===== config.mk =====
export PLATFORM = sky130hd
export DESIGN_NAME = control_sequencer
export DESIGN_NICKNAME = d
export VERILOG_FILES = /design/src/rtl/control_sequencer.sv
export SDC_FILE = /design/constraint.sdc
export NUM_CORES = 1
export LEC_CHECK = 0
export BUFFER_PORTS_ARGS = -buffer_cell sky130_fd_sc_hd__buf_4
export CAP_MARGIN = 20
export CORE_MARGIN = 4
export CORE_UTILIZATION = 30
export CTS_CLUSTER_DIAMETER = 80
export DETAILED_ROUTE_END_ITERATION = 7
export GPL_ROUTABILITY_DRIVEN = 0
export SLEW_MARGIN = 20
export SYNTH_ARGS = -nofsm -noshare
export SYNTH_HDL_FRONTEND = slang
export SYNTH_SLANG_ARGS = --single-unit

===== constraint.sdc =====
create_clock -name clock -period 4.6 [get_ports clock]
set_input_delay 0.46 -clock clock [delete_from_list [all_inputs] [get_ports clock]]
set_output_delay 0.46 -clock clock [all_outputs]
set_load 0.005 [all_outputs]

===== src/rtl/control_sequencer.sv =====
// control_sequencer: hardwired fetch/decode/execute sequencer driving the datapath strobe interface.
// Define MULDIV_EN to execute mul/div; when it is undefined those opcodes run as nop.
module control_sequencer #(
  parameter int OPCODE_W = 5,
  parameter int NREGS    = 16
) (
  input  logic             clock,
  input  logic             clear,
  input  logic [31:0]      ir,
  input  logic             con_ff,
  input  logic             mem_ready,
  output logic [NREGS-1:0] rin,
  output logic [NREGS-1:0] rout,
  output logic             PCin,
  output logic             PCout,
  output logic             IncPC,
  output logic             IRin,
  output logic             Yin,
  output logic             Zin,
  output logic             MARin,
  output logic             MDRin,
  output logic             MDRout,
  output logic             HIin,
  output logic             HIout,
  output logic             LOin,
  output logic             LOout,
  output logic             Zhighout,
  output logic             Zlowout,
  output logic             Cout,
  output logic             CONin,
  output logic [3:0]       ALUselect,
  output logic             Read,
  output logic             Write,
  output logic             run
);

  typedef enum logic [3:0] {RST, T0, T1, T2, T3, T4, T5, T6, T7, HALT} state_t;

  localparam logic [OPCODE_W-1:0] OP_LD   = OPCODE_W'(0);
  localparam logic [OPCODE_W-1:0] OP_LDI  = OPCODE_W'(1);
  localparam logic [OPCODE_W-1:0] OP_ST   = OPCODE_W'(2);
  localparam logic [OPCODE_W-1:0] OP_ADD  = OPCODE_W'(3);
  localparam logic [OPCODE_W-1:0] OP_SHL  = OPCODE_W'(8);
  localparam logic [OPCODE_W-1:0] OP_ADDI = OPCODE_W'(9);
  localparam logic [OPCODE_W-1:0] OP_MUL  = OPCODE_W'(10);
  localparam logic [OPCODE_W-1:0] OP_DIV  = OPCODE_W'(11);
  localparam logic [OPCODE_W-1:0] OP_BR   = OPCODE_W'(12);
  localparam logic [OPCODE_W-1:0] OP_JR   = OPCODE_W'(13);
  localparam logic [OPCODE_W-1:0] OP_MFHI = OPCODE_W'(14);
  localparam logic [OPCODE_W-1:0] OP_MFLO = OPCODE_W'(15);
  localparam logic [OPCODE_W-1:0] OP_HALT = OPCODE_W'(26);

  state_t               state;
  logic [31:0]          ir_reg;
  logic [OPCODE_W-1:0]  op;
  logic [3:0]           ra, rb, rc;
  logic [NREGS-1:0]     ra_oh, rb_oh, rc_oh;
  logic                 is_rtype, is_imm, is_ld, is_st, is_md, is_br;
  logic                 is_jr, is_mfhi, is_mflo, is_halt;
  logic                 unused_ir;

  assign op        = ir_reg[31 -: OPCODE_W];
  assign ra        = ir_reg[26:23];
  assign rb        = ir_reg[22:19];
  assign rc        = ir_reg[18:15];
  assign unused_ir = ^ir_reg[14:0];

  assign ra_oh = NREGS'(1) << ra;
  assign rb_oh = NREGS'(1) << rb;
  assign rc_oh = NREGS'(1) << rc;

  assign is_rtype = (op >= OP_ADD) && (op <= OP_SHL);
  assign is_imm   = (op == OP_ADDI) || (op == OP_LDI);
  assign is_ld    = (op == OP_LD);
  assign is_st    = (op == OP_ST);
  assign is_br    = (op == OP_BR);
  assign is_jr    = (op == OP_JR);
  assign is_mfhi  = (op == OP_MFHI);
  assign is_mflo  = (op == OP_MFLO);
  assign is_halt  = (op == OP_HALT);
`ifdef MULDIV_EN
  assign is_md    = (op == OP_MUL) || (op == OP_DIV);
`else
  assign is_md    = 1'b0;
`endif

  // ir is re-latched every cycle; the datapath holds IR stable from T2 on.
  always_ff @(posedge clock or negedge clear) begin
    if (!clear) begin
      state  <= RST;
      ir_reg <= '0;
    end else begin
      ir_reg <= ir;
      case (state)
        RST:  state <= T0;
        T0:   state <= T1;
        T1:   state <= mem_ready ? T2 : T1;
        T2:   state <= T3;
        T3: begin
          if (is_halt)
            state <= HALT;
          else if (is_rtype || is_imm || is_ld || is_st || is_md || is_br)
            state <= T4;
          else
            state <= T0;
        end
        T4:   state <= T5;
        T5:   state <= (is_rtype || is_imm) ? T0 : T6;
        T6: begin
          if (is_ld)
            state <= mem_ready ? T7 : T6;
          else if (is_st)
            state <= T7;
          else
            state <= T0;
        end
        T7: begin
          if (is_st)
            state <= mem_ready ? T0 : T7;
          else
            state <= T0;
        end
        HALT: state <= HALT;
        default: state <= RST;
      endcase
    end
  end

  assign run = (state != RST) && (state != HALT);

  // Strobes are a pure decode of the state register and latched IR; con_ff only gates br's T6 PCin.
  always_comb begin
    rin = '0;  rout = '0;
    PCin = 1'b0;  PCout = 1'b0;  IncPC = 1'b0;  IRin = 1'b0;
    Yin = 1'b0;  Zin = 1'b0;  MARin = 1'b0;  MDRin = 1'b0;  MDRout = 1'b0;
    HIin = 1'b0;  HIout = 1'b0;  LOin = 1'b0;  LOout = 1'b0;
    Zhighout = 1'b0;  Zlowout = 1'b0;  Cout = 1'b0;  CONin = 1'b0;
    ALUselect = 4'd0;  Read = 1'b0;  Write = 1'b0;
    case (state)
      T0: begin PCout = 1'b1; MARin = 1'b1; IncPC = 1'b1; Zin = 1'b1; end
      T1: begin Zlowout = 1'b1; PCin = 1'b1; Read = 1'b1; MDRin = 1'b1; end
      T2: begin MDRout = 1'b1; IRin = 1'b1; end
      T3: begin
        if (is_rtype || is_imm || is_ld || is_st) begin
          rout = rb_oh; Yin = 1'b1;
        end else if (is_md) begin
          rout = ra_oh; Yin = 1'b1;
        end else if (is_br) begin
          rout = ra_oh; CONin = 1'b1;
        end else if (is_jr) begin
          rout = ra_oh; PCin = 1'b1;
        end else if (is_mfhi) begin
          HIout = 1'b1; rin = ra_oh;
        end else if (is_mflo) begin
          LOout = 1'b1; rin = ra_oh;
        end
      end
      T4: begin
        if (is_rtype) begin
          rout = rc_oh; ALUselect = 4'(op - OP_ADD); Zin = 1'b1;
        end else if (is_imm || is_ld || is_st) begin
          Cout = 1'b1; Zin = 1'b1;
        end else if (is_md) begin
          rout = rb_oh; ALUselect = (op == OP_DIV) ? 4'd7 : 4'd6; Zin = 1'b1;
        end else if (is_br) begin
          PCout = 1'b1; Yin = 1'b1;
        end
      end
      T5: begin
        if (is_rtype || is_imm) begin
          Zlowout = 1'b1; rin = ra_oh;
        end else if (is_ld || is_st) begin
          Zlowout = 1'b1; MARin = 1'b1;
        end else if (is_md) begin
          Zlowout = 1'b1; LOin = 1'b1;
        end else if (is_br) begin
          Cout = 1'b1; Zin = 1'b1;
        end
      end
      T6: begin
        if (is_ld) begin
          Read = 1'b1; MDRin = 1'b1;
        end else if (is_st) begin
          rout = ra_oh; MDRin = 1'b1;
        end else if (is_md) begin
          Zhighout = 1'b1; HIin = 1'b1;
        end else if (is_br) begin
          Zlowout = 1'b1; PCin = con_ff;
        end
      end
      T7: begin
        if (is_ld) begin
          MDRout = 1'b1; rin = ra_oh;
        end else if (is_st) begin
          MDRout = 1'b1; Write = 1'b1;
        end
      end
      default: ;
    endcase
  end

endmodule


==> summary.md <==
| Metric | Value |
|---|---|
| Final min period | `3.15 ns` |
| Die Y | `89.9 um` |
| CP endpoint kind | `output pin` |
| Max_cap viols | `0` |
| Seq/Total Area, Yosys | `0.261` |
| Final number of max-transition violations | `0` |
| Nets | `349` |
| Input/output buffers | `73` |
| Mean Syn Cell Area | `8.03 um2` |
| Drt via density | `5.43` |
| Top cells by area, synth | `dfrtp_1 (26%), nand3_1 (5.5%), nor2_1 (4.8%)` |
| R2R cell count | `6` |
| Power per cell area | `283 mW/mm2` |
| Share of layout cells above drive strength 1 | `0.318` |
| Pin count of the biggest net entering global routing | `26` |
| Die width | `89.9 um` |
| Fill cells | `662` |
| Crit path launch type | `register` |
| Data required, critical path | `4.14 ns` |
| Gr usage total | `0.148` |
| Most common cell in the synthesized netlist | `nor2_1` |
| Fin crit share | `0.685` |
| Area share of the largest cell type after synthesis | `0.261` |
| Ports | `92` |
| First-pass GRT wire length | `10100 um` |
| Multi-input gate area | `0.00133 mm2` |
| Starting Density | `0.314` |
| Yosys reg bits | `21` |
| Hold_buf cts | `0` |
| Postcts setup bufs | `0` |
| HPWL after DPL | `4770 um` |
| RSZ-0062 raised after global routing | `false` |
| 1st-iter DRT viols | `115` |
| Critical path class | `reg2out` |
| CTS max path bufs | `2` |
| RR Startpoint | `ir_reg[27]$_DFF_PN0_` |
| Maximum clock frequency | `317 MHz` |
| Worst min path class | `in2async` |
| Detailed Route WL | `6140 um` |
| Synth cell types | `55` |
| Grt ovf | `0` |
| Number of global-route vias before repair | `1979` |
| RR Endpoint | `state[2]$_DFF_PN0_` |
| Area Overhead vs Synth | `28.3%` |
| Largest register FFs | `17` |
| IR drop worst, VDD | `0.104 mV` |
| # resized after CTS | `0` |
| Aggregate negative setup slack | `0 ns` |
| Finish-stage setup viols | `0` |
| Critical Path AT | `2.69 ns` |
| Clock buffer count from CTS | `3` |
| Synth warn | `0` |
| DRC viols | `0` |
| Cell Area, Synth | `0.00201 mm2` |
| Clock sinks | `21` |
| R2r setup slk | `2.61 ns` |
| CTS Root Cell | `clkbuf_8` |
| Core ar. | `0.00642 mm2` |
| Post-Route Skew | `0.00324 ns` |
| Top cell type by total area after synthesis | `dfrtp_1` |
| Area post-placement | `0.00254 mm2` |
| Routed vias | `2090` |
| EDFF count, synth | `0` |
| Synth Flop Type | `dfrtp_1` |
| Crit path to | `rout[12]` |
| Register area | `526 um2` |
| Critical Path Start | `state[0]$_DFF_PN0_` |
| Static Leakage | `1.04 nW` |
| Cell area after layout | `0.00258 mm2` |
| Routed wire per std cell | `16.0 um` |
| TritonCTS clock tree | `yes` |
| Fraction of registers with async set/reset | `1.00` |
| Die Footprint | `0.00809 mm2` |
| Worst skew pair latency | `0.26 ns` |
| Relative slew slack | `0.451` |
| Final Hold Vio Count | `0` |
| Worst-Margin Slew | `0.824 ns` |
| Synth top cells by count | `nor2_1 (26), nand3_1 (22), dfrtp_1 (21)` |
| Post-Synthesis Cells | `251` |
| H-tree depth | `1` |
| Pre-Repair DR Iteration Count | `5` |
| Detail Route Antenna Nets | `0` |
| Initial antenna violation count | `0` |
| Rows | `29` |
| # diodes | `0` |
| Crit-path max FO | `25` |
| Worst-path clk slew | `0.08 ns` |
| Status | `finished, final reports clean` |
==> worst max-delay path: stages (launching register included) <==
cell and delay (ns):
dfrtp_1 0.66, or4b_1 0.81, nor3b_1 0.23, o21ai_0 0.23
o221ai_1 0.32, buf_4 0.17
==> layout make-up <==
class | instances | area share
repair buffers | 75 | 0.218
inverters | 6 | 0.00872
well taps | 77 | 0.0373
clock buffers | 4 | 0.0174
multi-input cells | 202 | 0.515
flip-flops and latches | 21 | 0.203
==> stage by stage <==
| step | hold WS [ns] | power, mW | util | setup WS [ns] | instances |
|---|---|---|---|---|---|
| finish | 0.0718 | 0.732 | 0.402 | 1.45 | 385 |
| global route | 0.0871 | 0.792 | 0.402 | 1.27 | 385 |
| CTS | 0.0778 | 0.737 | 0.402 | 1.47 | 385 |
| detailed placement | 0.368 | 0.609 | 0.395 | 1.77 | 381 |
| global placement | 0.366 | 0.606 | 0.395 | 1.77 | 381 |
| floorplan | 0.164 | 0.485 | - | 2.14 | 253 |
==> placed cells by master, fill, tap and decap left out, types with 2 or more instances in the layout <==
master    count
o311ai_0      2
or4b_1        2
or2_2         2
nor4_1        5
o221ai_1     10
nand4b_1      2
nand2b_1     12
a21oi_1       5
nor3b_1       4
and3_1        3
nor2b_1       8
nand3b_1      2
a31oi_1       2
a32o_1        2
buf_4        75
nor3_2        7
clkbuf_8      3
inv_1         6
o211ai_1      4
nand3_1      22
ha_1          4
nand4_1       6
nor2_1       26
conb_1        3
nor4b_1       2
o21ai_0      11
o221ai_2      4
dfrtp_1      21
nand2_1      18
nor3_1       11
==> where the power goes <==
part	total (mW)	switching, mW	internal, mW
clock network	0.125	0.0634	0.0619
registers	0.287	0.0833	0.204
logic	0.320	0.160	0.159
==> routing by layer <==
layer | track usage | share of wire
met1 | 0.206 | 0.48
met3 | 0.0317 | 0.074
met4 | 0.0446 | 0.019
met5 | 0 | 0
met2 | 0.230 | 0.43
==> logic make-up after synthesis <==
kind of cell | share of synthesized area
AOI/OAI and AO/OA | 0.208
xor gates and xnor gates | 0.00870
adders and majority gates | 0.0248
buffers and inverters | 0.0820
DFF | 0.261
other | 0.00186
and+or+nand+nor | 0.414
==> how the worst min path moves through the flow <==
stage,cells after the start,slack (ns),from,to
finish,1,0.07,clear,ir_reg[16]$_DFF_PN0_
global route,1,0.09,clear,ir_reg[15]$_DFF_PN0_
global placement,1,0.37,clear,ir_reg[29]$_DFF_PN0_
CTS,1,0.08,clear,ir_reg[16]$_DFF_PN0_
floorplan,0,0.16,clear,ir_reg[15]$_DFF_PN0_
detailed placement,1,0.37,clear,ir_reg[31]$_DFF_PN0_
Power figures use the tool's default switching activity.
